$ cat src/rtl/rv_hex_periph.sv
// Memory-mapped CTRL/DATA responder driving an 8-digit multiplexed 7-segment display.
// Optional leading-zero blanking is enabled by defining HEX_LZB_EN.
module rv_hex_periph #(
    parameter logic [31:0] BASE_ADDR = 32'h8000_0000,
    parameter int unsigned SCAN_DIV  = 50000
) (
    input  logic        clk_i,
    input  logic        rstn_i,
    input  logic        req_i,
    input  logic        we_i,
    input  logic [3:0]  be_i,
    input  logic [31:0] addr_i,
    input  logic [31:0] wdata_i,
    output logic        rvalid_o,
    output logic [31:0] rdata_o,
    output logic [6:0]  hex_seg_o,
    output logic [7:0]  hex_an_o
);

    localparam int unsigned    CNT_W     = $clog2(SCAN_DIV);
    localparam logic [CNT_W-1:0] CNT_LAST = CNT_W'(SCAN_DIV - 1);
    localparam logic [31:0]    DATA_ADDR = BASE_ADDR + 32'd4;
    localparam logic [31:0]    CTRL_BITS = 32'h0000_FF01;
    localparam logic [31:0]    CTRL_RST  = 32'h0000_FF01;
    localparam logic [6:0]     SEG_OFF   = 7'h7F;
    localparam logic [7:0]     AN_OFF    = 8'hFF;

    logic [31:0]      ctrl_q;
    logic [31:0]      data_q;
    logic [CNT_W-1:0] scan_cnt;
    logic [2:0]       digit_idx;

    logic        sel_ctrl;
    logic        sel_data;
    logic [31:0] upper_bits;
    logic        digit_lit;

    function automatic logic [31:0] merge_bytes(input logic [31:0] old_val,
                                                input logic [31:0] new_val,
                                                input logic [3:0]  be);
        logic [31:0] res;
        res = old_val;
        for (int b = 0; b < 4; b++) begin
            if (be[b]) res[8*b +: 8] = new_val[8*b +: 8];
        end
        return res;
    endfunction

    // Active-low segment patterns, bit order {g,f,e,d,c,b,a}.
    function automatic logic [6:0] seg_decode(input logic [3:0] nib);
        logic [6:0] seg;
        case (nib)
            4'h0: seg = 7'h40;
            4'h1: seg = 7'h79;
            4'h2: seg = 7'h24;
            4'h3: seg = 7'h30;
            4'h4: seg = 7'h19;
            4'h5: seg = 7'h12;
            4'h6: seg = 7'h02;
            4'h7: seg = 7'h78;
            4'h8: seg = 7'h00;
            4'h9: seg = 7'h10;
            4'hA: seg = 7'h08;
            4'hB: seg = 7'h03;
            4'hC: seg = 7'h46;
            4'hD: seg = 7'h21;
            4'hE: seg = 7'h06;
            default: seg = 7'h0E;
        endcase
        return seg;
    endfunction

    assign sel_ctrl = (addr_i[31:2] == BASE_ADDR[31:2]);
    assign sel_data = (addr_i[31:2] == DATA_ADDR[31:2]);

    // NOTE: every always_comb output gets a default first so no path can infer a latch.
    always_comb begin
        upper_bits = data_q >> {digit_idx, 2'b00};
        digit_lit  = ctrl_q[0] & ctrl_q[8 + digit_idx];
`ifdef HEX_LZB_EN
        if (digit_idx != 3'd0 && upper_bits == 32'd0) digit_lit = 1'b0;
`else
        digit_lit  = digit_lit & 1'b1;
`endif
    end

    // NOTE: sequential state uses non-blocking assignments so all registers update together.
    always_ff @(posedge clk_i) begin
        if (!rstn_i) begin
            ctrl_q    <= CTRL_RST;
            data_q    <= 32'd0;
            rvalid_o  <= 1'b0;
            rdata_o   <= 32'd0;
            scan_cnt  <= '0;
            digit_idx <= 3'd0;
            hex_seg_o <= SEG_OFF;
            hex_an_o  <= AN_OFF;
        end else begin
            rvalid_o <= req_i;
            rdata_o  <= 32'd0;
            if (req_i) begin
                if (we_i) begin
                    if (sel_ctrl)      ctrl_q <= merge_bytes(ctrl_q, wdata_i, be_i) & CTRL_BITS;
                    else if (sel_data) data_q <= merge_bytes(data_q, wdata_i, be_i);
                end else if (sel_ctrl) begin
                    rdata_o <= ctrl_q;
                end else if (sel_data) begin
                    rdata_o <= data_q;
                end
            end

            // Free-running scan; EN only gates the outputs, never the phase.
            if (scan_cnt == CNT_LAST) begin
                scan_cnt  <= '0;
                digit_idx <= digit_idx + 3'd1;
            end else begin
                scan_cnt  <= scan_cnt + 1'b1;
            end

            if (digit_lit) begin
                hex_an_o  <= ~(8'd1 << digit_idx);
                hex_seg_o <= seg_decode(upper_bits[3:0]);
            end else begin
                hex_an_o  <= AN_OFF;
                hex_seg_o <= SEG_OFF;
            end
        end
    end

endmodule
$ cat config.mk
export PLATFORM = sky130hd
export DESIGN_NAME = rv_hex_periph
export DESIGN_NICKNAME = d
export VERILOG_FILES = /design/src/rtl/rv_hex_periph.sv
export SDC_FILE = /design/constraint.sdc
export NUM_CORES = 1
export LEC_CHECK = 0
export CORE_MARGIN = 3
export CORE_UTILIZATION = 48
export CTS_CLUSTER_SIZE = 16
export DETAILED_ROUTE_END_ITERATION = 6
export PLACE_DENSITY = 0.81
export SYNTH_ARGS = -nofsm -noshare
export SYNTH_HDL_FRONTEND = slang
export SYNTH_SLANG_ARGS = --single-unit
$ cat constraint.sdc
create_clock -name clk_i -period 2.9 [get_ports clk_i]
set_input_delay 0.29 -clock clk_i [delete_from_list [all_inputs] [get_ports clk_i]]
set_output_delay 0.29 -clock clk_i [all_outputs]
set_load 0.01 [all_outputs]
# After elaboration in Yosys (flattened, before gate mapping)
# Memories as Yosys holds them, arrays and structs flattened. A register that Yosys moved wholly into a read port is not among the register bits.
# Cells that the tools add are included.
[totals]
regBits = 101
rom_bits = 112
input_bits = 72
output_inout_bits = 48
wordCells = 43
mem_count = 1
[op_classes]
add_sub_neg = 3
magnitude_cmp = 1
eq_ne = 3
shift = 2
muxes = 4
n_bitwise = 6
n_reduce_logical = 11
[memory_table]
columns = ["memory", "words", "width", "rd", "rd_ports_with_merged_regs", "write_ports", "line_no", "rtl"]
rows = [
  ["(name not given)", 16, 7, 1, 1, 0, "52", "case (nib)"],
]
[ops]
columns = ["operator", "n"]
rows = [
  ["$eq A30 B30 Y1 const B", 2],
  ["$mux W16", 2],
  ["$shr A32 B5 Y4", 1],
  ["$reduce_and A5 Y1", 4],
  ["$add A16 B1 Y16 const B", 1],
  ["$eq A16 B16 Y1 const B", 1],
  ["$not A8 Y8", 1],
  ["$reduce_and A4 Y1", 2],
  ["$shl A1 B3 Y8 const A", 1],
  ["$lt A5 B6 Y1 const B", 1],
  ["$add A4 B3 Y5 const A", 1],
  ["$bmux W1 S5", 1],
  ["$reduce_or A5 Y1", 1],
  ["$not A1 Y1", 4],
  ["$add A3 B1 Y3 const B", 1],
  ["$reduce_or A3 Y1", 1],
  ["$reduce_and A2 Y1", 1],
  ["$reduce_or A2 Y1", 1],
  ["$and A1 B1 Y1", 1],
  ["$logic_not A1 Y1", 1],
  ["$mux W1", 1],
]

# Logic depth before layout (Yosys ltp)
# Gate-level depths: netlist of run 1.
[depth]
word_depth = 6
mapped_depth = 10
depth_no_buf = 9

# Worst setup path before layout of run 1
# Ideal clock, no wire load.
[synth_path]
path_type = "register to register"
start = "register digit_idx[0]"
end = "register hex_seg_o[0]"
setup_time_ns = 0.138
arrival_time_ns = 2.082
required_time_ns = 2.762
slack_ns = 0.680
path_stages_with_launch = 9
path_buffers = 1
period_less_slack_ns = 2.220
path_cell_list = "dfxtp_1 > buf_2 > mux4_2 > nand2_1 > nand2_1 > ha_1 > or3_1 > o21ai_0 > o21ai_1"
[synth_between]
elab_chain_cells = 6
elab_cells_between_ends = 7
classes_between = "add/sub (1); shift (1); mux (2); bitwise (1); reduce/logical (2)"
[synth_lines]
columns = ["item", "line_no", "rtl"]
rows = [
  ["from (decl)", "31", "logic [2:0] digit_idx;"],
  ["from (signal assigned)", "115", "digit_idx <= digit_idx + 3'd1;"],
  ["$add A4 B3 Y5", "79", "digit_lit = ctrl_q[0] & ctrl_q[8 + digit_idx];"],
  ["$bmux W1 S5", "79", ""],
  ["$mux W1 (not written as such)", "79", ""],
  ["$and A1 B1 Y1", "79", ""],
  ["$reduce_and A2 Y1 (no line)", "--", ""],
  ["$logic_not A1 Y1 (no line)", "--", ""],
  ["to (decl)", "16", "output logic [6:0] hex_seg_o,"],
]
# Parallel ways exist; a longest one is shown, timed or not. The select of a mux whose other input is x is not followed.
# A chain may end at the register's enable or synchronous reset.

# Worst setup path after layout of run 1
[layout_path]
start = "register digit_idx[1]"
end = "register hex_seg_o[0]"
# Same word-level chain as after synthesis.

==> run metrics, run 1 <==
Final Instance Area 6020 um^2; TritonCTS clock tree done; #FFs+latches synth 108; Synth top cells by count 108 x dfxtp_1, 50 x mux2i_1, 40 x nand2_1; total routed wirelength 10.2 mm; syn_nets 483; worst hold path type reg2reg; DP Cell Count 624; Iter 0 DRT Violations 109; crit path max-delay cell type dfxtp_1; DP HPWL 7.82 mm; crit path buf inv count 0; crit path cell chain mux4_2, mux2i_2, nand2_1, o21ai_0, o21ai_1; worst-margin pin slew 0.611 ns; VDD IR-drop max 0.000371 V; buffers added on ports 117; Final setup violation count 0; post-layout net count 611; Pwr Density 417 nW/um^2; DIE AREA 10600 um^2; Final Skew 0.00842 ns; # hold bufs at CTS 0; Placed Area 5840 um^2; Final Hold Fails 0; cell with the most instances after synthesis dfxtp_1; GP Congestion 0.953; slew margin rel. 0.591; leading area contributor after synthesis dfxtp_1; final worst slack 0.591 ns; Synth warnings 0; CTS buffer count 9; Final ANT Viol Nets 0; worst slack at placement 0.552 ns; synthesized area 4490 um^2; Cells after Synth 399; die span in x 103 um; Critical Path End Type flip-flop; setup bufs post-CTS 0; Syn Area/Cell 11.3 um^2; Core Area 8890 um^2; EDFF count, synth 0; H-tree levels 3; CP Launch Type flip-flop; Async S/R FF share, synth 0; # IOs 120; layout cells sized above 1 0.109; Starting Density 0.505; router iterations before antenna repair 4; site row count 34; antenna violations before repair 0; via count 3295; crit-path max FO 10; DR WL/cell 15.9 um; min cycle time layout 2.31 ns; Max Slew Vio Count 0; Worst Setup Path Type reg2reg; post-synth top area share 0.481; CTS Root Cell clkbuf_8; CTS max path bufs 2; total grt overflow 0; Worst EP required 3.14 ns; vias in the first global route 3336; worst skew pair latency 0.37 ns; number of vias per cell 5.15; Syn-to-layout area delta 34.1%; # diodes 0; worst stage delay on the critical path 0.65 ns; cts repair resizes 0; largest net degree at the start of global routing 33; GRT Resource Usage Total 0.208; Reg clk slew, reported paths 0.10 ns; max cap viols 0; status finished clean; Unique masters post-synth 38; Arrival @ worst endpoint 2.55 ns; Max Clk Rate 433 MHz; # clock sinks 108; fill count 682; first-pass GRT wire length 16.8 mm; predominant post-synthesis flop cell dfxtp_1; period utilization 0.796; Die H 103 um; Finished Layout Cells 640; RSZ-0062 raised after global routing no; sum of negative setup slack 0 ns; post-synthesis sequential area ratio 0.481; main area contributors after synthesis dfxtp_1 48%, mux2i_1 11%, nor4_4 5.2%, mux4_2 5.0%, nor2b_1 4.6%; leakage dissipation 2.17 nW; Post-route DRC 0; Crit path max-delay family multiplexers
flip-flops by register name, summed over array words and instances, names as in the netlist:
register   cells
rvalid_o       1
digit_idx      3
hex_an_o       8
data_q        32
ctrl_q         9
rdata_o       32
scan_cnt      16
hex_seg_o      7
cell usage in the layout, fill, tap and decap left out, drive strengths merged:
cell type / instances
a21oi: 1
a22o: 9
and2: 24
and3: 1
buf: 12
clkbuf: 9
clkdlybuf4s50: 117
clkinv: 1
clkinvlp: 3
dfxtp: 108
ha: 12
inv: 12
mux2: 2
mux2i: 51
mux4: 10
nand2: 40
nand2b: 3
nand3: 6
nand4: 6
nor2: 26
nor2b: 33
nor3: 6
nor3b: 1
nor4: 12
nor4b: 1
o211a: 1
o211ai: 1
o21ai: 2
o221ai: 4
or3: 2
or4b: 1
xnor2: 8
xor2: 7
layout make-up:
cell class                 count  area (um^2)  area share
tap                          108          135      0.0224
clock inverter                 7         56.3     0.00935
inverter                       9         33.8     0.00561
timing repair buffer         129         1260       0.209
sequential                   108         2160       0.359
multi-input combinational    270         2250       0.374
clock buffer                   9          124      0.0206
routing by layer:
metal	global-route usage	vias up	wire, um
met3	0.0474	16	357
li1	-	1631	-
met1	0.261	1580	4390
met2	0.355	68	5250
met4	0.0636	0	178
met5	0	-	0
kinds of logic after synthesis:
family	share of synthesized area
compound gates	0.0326
xor+xnor	0.0293
fa+ha+maj	0.0334
buf+inv	0.0184
flops	0.481
mux	0.170
simple gates	0.235
through the flow:
stage,hold WS [ns],power [mW],util
after CTS,0.480,2.54,0.677
after global routing,0.508,2.61,0.677
after global placement,0.443,1.70,0.657
after floorplan,0.418,1.58,-
final,0.475,2.51,0.677
after detailed placement,0.456,1.71,0.657
power breakdown:
| part | internal (mW) | switching (mW) | leakage (nW) |
|---|---|---|---|
| logic | 0.113 | 0.0612 | 1.21 |
| clock network | 0.322 | 0.520 | 0.0842 |
| registers | 1.49 | 0.00497 | 0.874 |
| total | 1.93 | 0.586 | 2.17 |
worst paths after layout:
kind	startpoint	endpoint	slack, ns	depth (start not counted)
worst min register to register	scan_cnt[0]	scan_cnt[0]	0.47	1
worst max register to register	digit_idx[1]	hex_seg_o[0]	0.59	5
worst min-delay path	scan_cnt[0]	scan_cnt[0]	0.47	1
worst max-delay path	digit_idx[1]	hex_seg_o[0]	0.59	5
No activity file was read; power rests on OpenSTA's default activity.
==> inputs of run 2 (changes only) <==
CORE_UTILIZATION = 44   (was 48)
PLACE_DENSITY = 0.79   (was 0.81)
clock period = 1.9 ns   (was 2.9 ns; I/O delays follow)
==> run metrics, run 2 (synthesis results as in run 1) <==
status finished with violations (was finished clean); failing checks setup timing; CP dominant cell by count o21ai_1; period utilization 1.07 (was 0.796); layout cells sized above 1 0.173 (was 0.109); CP Launch Type flip-flop (unchanged); DR WL/cell 15.7 um (was 15.9 um); Critical Path End Type flip-flop (unchanged); TritonCTS clock tree done (unchanged); CTS max path bufs 2 (unchanged); Iter 0 DRT Violations 109 (unchanged); die span in x 107 um (was 103 um); DIE AREA 11500 um^2 (was 10600 um^2); GRT Resource Usage Total 0.196 (was 0.208); site row count 36 (was 34); vias in the first global route 3611 (was 3336); worst stage delay on the critical path 0.55 ns (was 0.65 ns); Worst Setup Path Type reg2reg (unchanged); Arrival @ worst endpoint 2.27 ns (was 2.55 ns); sum of negative setup slack -0.246 ns (was 0 ns); Syn-to-layout area delta 44.1% (was 34.1%); worst skew pair latency 0.38 ns (was 0.37 ns); Hold Slack 0.430 ns (was 0.475 ns); router iterations before antenna repair 5 (was 4); total grt overflow 0 (unchanged); final worst slack -0.125 ns (was 0.591 ns); Final Skew 0.0107 ns (was 0.00842 ns); via count 3423 (was 3295); CTS Root Cell clkbuf_8 (unchanged); Tot Pwr 4.24 mW (was 2.51 mW); commonest non-fill, non-tap cell in the layout clkdlybuf4s50_1 (unchanged); post-layout net count 633 (was 611); Crit path max-delay family multiplexers (unchanged); max cap viols 0 (unchanged); DP HPWL 7.99 mm (was 7.82 mm); crit path buf inv count 1 (was 0); Final ANT Viol Nets 0 (unchanged); antenna violations before repair 0 (unchanged); Final setup violation count 4 (was 0); Placed Area 6110 um^2 (was 5840 um^2); GP Congestion 0.805 (was 0.953); min cycle time layout 2.02 ns (was 2.31 ns); VDD IR-drop max 0.000378 V (was 0.000371 V); CTS buffer count 9 (unchanged); Top Registers data_q x32, rdata_o x32, scan_cnt x16 (unchanged); most frequent cells in the layout 117 x clkdlybuf4s50_1, 106 x dfxtp_1, 50 x mux2i_1 (was 117 x clkdlybuf4s50_1, 108 x dfxtp_1, 50 x mux2i_1); worst hold path type in2reg (was reg2reg); number of vias per cell 4.98 (was 5.15); crit path cell chain buf_12, mux4_2, mux2_4, or3_1, o21ai_1, o21ai_1 (was mux4_2, mux2i_2, nand2_1, o21ai_0, o21ai_1); Pwr Density 655 nW/um^2 (was 417 nW/um^2); Core Area 9860 um^2 (was 8890 um^2); largest net degree at the start of global routing 44 (was 33); Post-route DRC 0 (unchanged); total routed wirelength 10.8 mm (was 10.2 mm); leakage dissipation 2.35 nW (was 2.17 nW); # clock sinks 108 (unchanged); slew margin rel. 0.695 (was 0.591); # diodes 0 (unchanged); buffers added on ports 117 (unchanged); Max Slew Vio Count 0 (unchanged); # IOs 120 (unchanged); Die H 107 um (was 103 um); Worst EP required 2.15 ns (was 3.14 ns); crit path max-delay cell type mux4_2 (was dfxtp_1); crit-path max FO 3 (was 10); Reg clk slew, reported paths 0.10 ns (about the same); Final Hold Fails 0 (unchanged); # hold bufs at CTS 0 (unchanged); H-tree levels 3 (unchanged); Final Instance Area 6470 um^2 (was 6020 um^2); Max Clk Rate 494 MHz (was 433 MHz); RSZ-0062 raised after global routing yes (was no); worst-margin pin slew 0.457 ns (was 0.611 ns); first-pass GRT wire length 17.7 mm (was 16.8 mm); Starting Density 0.455 (was 0.505)
-- run 2: cell count changes in the layout (fill, tap and decap cells not counted), sizes merged --
cell	previous run	this run
inv	12	11
clkinvlp	3	0
buf	12	34
bufinv	0	2
clkbuf	9	11
-- run 2: what timing repair did --
item / 4_1_cts / 5_1_grt
setup endpoints to repair: 7 / 16
gates resized for setup: 10 / 7
pin swaps: 4 / 4
setup buffers: 6 / 0
gates cloned: 0 / 0
-- run 2: cell type report --
class,count,area (um^2)
tap,133,166
multi-input combinational,270,2310
fill,730,3400
sequential,108,2170
inverter,9,36.3
clock buffer,11,163
timing repair buffer,151,1530
clock inverter,5,88.8
-- run 2: worst paths after layout --
path | cells past startpoint | from | end | slack, ns
worst max register to register | 6 | digit_idx[0] | hex_seg_o[0] | -0.12
worst min-delay path | 3 | wdata_i[24] | data_q[24] | 0.43
worst min register to register | 1 | scan_cnt[0] | scan_cnt[0] | 0.48
worst max-delay path | 6 | digit_idx[0] | hex_seg_o[0] | -0.12
-- run 2: tightest hold or removal path, cell delays in order --
cell and delay, ns:
clkdlybuf4s50_1 0.40, mux2i_1 0.13, nor2b_1 0.05
-- run 2: power breakdown --
group	leakage [nW]	total (mW)	switching, mW	internal [mW]
sequential	0.875	2.28	0.00681	2.28
clock	0.127	1.68	0.810	0.875
combinational	1.35	0.271	0.0982	0.173
-- run 2: metal layers --
layer,track usage,routed length (um),vias up
met1,0.243,4660,1630
li1,-,-,1683
met3,0.0403,470,17
met4,0.0676,236,0
met5,0,0,-
met2,0.337,5410,93
-- run 2: metrics by stage --
stage / setup slack [ns] / cells / util
final: -0.125 / 687 / 0.656
after global routing: -0.191 / 687 / 0.656
after CTS: -0.0981 / 688 / 0.654
after detailed placement: -0.339 / 666 / 0.620
after global placement: -0.273 / 666 / 0.620
after floorplan: -0.0477 / 399 / -
==> inputs of run 3 (changes only) <==
clock period = 1.7 ns   (was 1.9 ns; I/O delays follow)
==> run metrics, run 3 (synthesis results as in run 1) <==
Final Hold Fails 0 (unchanged); Iter 0 DRT Violations 114 (was 109); worst hold path type in2reg (unchanged); Post-route DRC 0 (unchanged); Max Slew Vio Count 0 (unchanged); Final ANT Viol Nets 0 (unchanged); FF/Latch Area 2170 um^2 (unchanged); post-layout net count 665 (was 633); total grt overflow 0 (unchanged); crit path cell chain mux4_2, mux2_4, or3_1, o21ai_1, o21ai_1 (was buf_12, mux4_2, mux2_4, or3_1, o21ai_1, o21ai_1); GRT met1 Usage 0.228 (was 0.243); Die H 107 um (unchanged); fill count 673 (was 730); GRT Resource Usage Total 0.205 (was 0.196); Core Area 9860 um^2 (unchanged); period utilization 1.17 (was 1.07); most frequent cells in the layout 106 x dfxtp_1, 89 x clkdlybuf4s50_1, 47 x mux2i_1 (was 117 x clkdlybuf4s50_1, 106 x dfxtp_1, 50 x mux2i_1); sum of negative setup slack -2.33 ns (was -0.246 ns); Final setup violation count 15 (was 4); antenna violations before repair 0 (unchanged); Top Registers data_q x32, rdata_o x32, scan_cnt x16 (unchanged); Worst EP required 1.96 ns (was 2.15 ns); DP HPWL 8.62 mm (was 7.99 mm); GP Congestion 0.802 (was 0.805); crit path max-delay cell type mux4_2 (unchanged); met3 usage 0.0626 (was 0.0403); die span in x 107 um (unchanged); VDD IR-drop max 0.000626 V (was 0.000378 V); status finished with violations (unchanged); met2 GRT Util 0.374 (was 0.337); Pwr Density 648 nW/um^2 (was 655 nW/um^2); Worst Setup Path Type reg2reg (unchanged); Max Clk Rate 503 MHz (was 494 MHz); Finished Layout Cells 719 (was 687); H-tree levels 3 (unchanged); # diodes 0 (unchanged); CTS max path bufs 2 (unchanged); max cap viols 0 (unchanged); largest net degree at the start of global routing 33 (was 44); DIE AREA 11500 um^2 (unchanged); min cycle time layout 1.99 ns (was 2.02 ns); DP Cell Count 690 (was 666); leakage dissipation 2.64 nW (was 2.35 nW); CTS buffer count 9 (unchanged); router iterations before antenna repair 4 (was 5); total routed wirelength 11.8 mm (was 10.8 mm); worst-margin pin slew 0.373 ns (was 0.457 ns); Final Skew 0.00989 ns (was 0.0107 ns); Syn-to-layout area delta 51.7% (was 44.1%); Final Util 0.691 (was 0.656); final worst slack -0.287 ns (was -0.125 ns); Tot Pwr 4.41 mW (was 4.24 mW); worst skew pair latency 0.37 ns (was 0.38 ns); buffers added on ports 117 (unchanged); TritonCTS clock tree done (unchanged); global route hottest layer met2 (unchanged); r2r worst-path depth 5 (was 6); Arrival @ worst endpoint 2.25 ns (was 2.27 ns); multi-input gate area in the final layout 2440 um^2 (was 2310 um^2); layout cells sized above 1 0.253 (was 0.173); vias in the first global route 3783 (was 3611); via count 3571 (was 3423); Reg clk slew, reported paths 0.11 ns (was 0.10 ns); commonest non-fill, non-tap cell in the layout dfxtp_1 (was clkdlybuf4s50_1); # clock sinks 108 (unchanged); crit-path max FO 8 (was 3); CTS Root Cell clkbuf_8 (unchanged); hold path cells 3 (unchanged); first-pass GRT wire length 18.5 mm (was 17.7 mm); number of vias per cell 4.97 (was 4.98); # IOs 120 (unchanged); Critical Path End Type flip-flop (unchanged); CP dominant cell by count o21ai_1 (unchanged); failing checks setup timing (unchanged); slew margin rel. 0.751 (was 0.695); Starting Density 0.455 (unchanged); worst stage delay on the critical path 0.56 ns (was 0.55 ns); RSZ-0062 raised after global routing yes (unchanged); DR WL/cell 16.4 um (was 15.7 um); site row count 36 (unchanged); CP Launch Type flip-flop (unchanged)
[run 3: cell count changes in the layout (fill, tap and decap cells not counted), sizes merged, moves of 6 or more]
cell | previous run | this run
clkdlybuf4s50 | 117 | 89
dlygate4sd2 | 0 | 9
dlymetal6s2s | 0 | 10
buf | 34 | 65
clkbuf | 11 | 17
[run 3: stage by stage]
| step | worst slack [ns] | hold slack (ns) | instance area (um^2) |
|---|---|---|---|
| after floorplan | -0.247 | 0.290 | 4590 |
| after global placement | -0.454 | 0.440 | 6390 |
| after detailed placement | -0.559 | 0.456 | 6390 |
| after CTS | -0.279 | 0.403 | 6700 |
| after global routing | -0.363 | 0.405 | 6810 |
| final | -0.287 | 0.413 | 6810 |
[run 3: routing by layer]
layer	part of all wire	wire [um]	vias to the layer above
met3	0.048	560	22
li1	-	-	1743
met4	0.022	260	0
met5	0	0	-
met1	0.39	4650	1719
met2	0.54	6290	87
[run 3: worst paths after layout]
kind	startpoint	endpoint	slack, ns
setup / recovery	digit_idx[0]	hex_seg_o[0]	-0.29
hold / removal	wdata_i[1]	data_q[1]	0.41
setup reg to reg	digit_idx[0]	hex_seg_o[0]	-0.29
hold reg to reg	scan_cnt[0]	scan_cnt[0]	0.48
[run 3: critical path, delay by kind of cell (launching register included)]
| family | cells | cell delay [ns] |
|---|---|---|
| muxes | 2 | 0.88 |
| AOI/OAI and AO/OA | 2 | 0.16 |
| and+or+nand+nor | 1 | 0.39 |
| DFF | 1 | 0.45 |
[run 3: final cells by class]
type	count	area share
Clock buffer	10	0.0219
Timing Repair Buffer	182	0.265
Inverter	9	0.00533
Sequential cell	108	0.318
Tap cell	133	0.0244
Clock inverter	6	0.00771
Multi-Input combinational cell	271	0.358
[run 3: power by group]
group / switching, mW / leakage (nW) / total [mW] / internal (mW)
Clock: 0.910 / 0.103 / 1.56 / 0.646
Sequential: 0.00897 / 0.875 / 2.55 / 2.54
Combinational: 0.122 / 1.67 / 0.307 / 0.185
[run 3: timing repair]
item,in CTS,in global routing
pin swaps,12,19
cloned,0,1
hold buffers,0,0
setup endpoints to repair,58,66
setup buffers,8,4
resized for setup,32,43
hold endpoints to repair,0,0
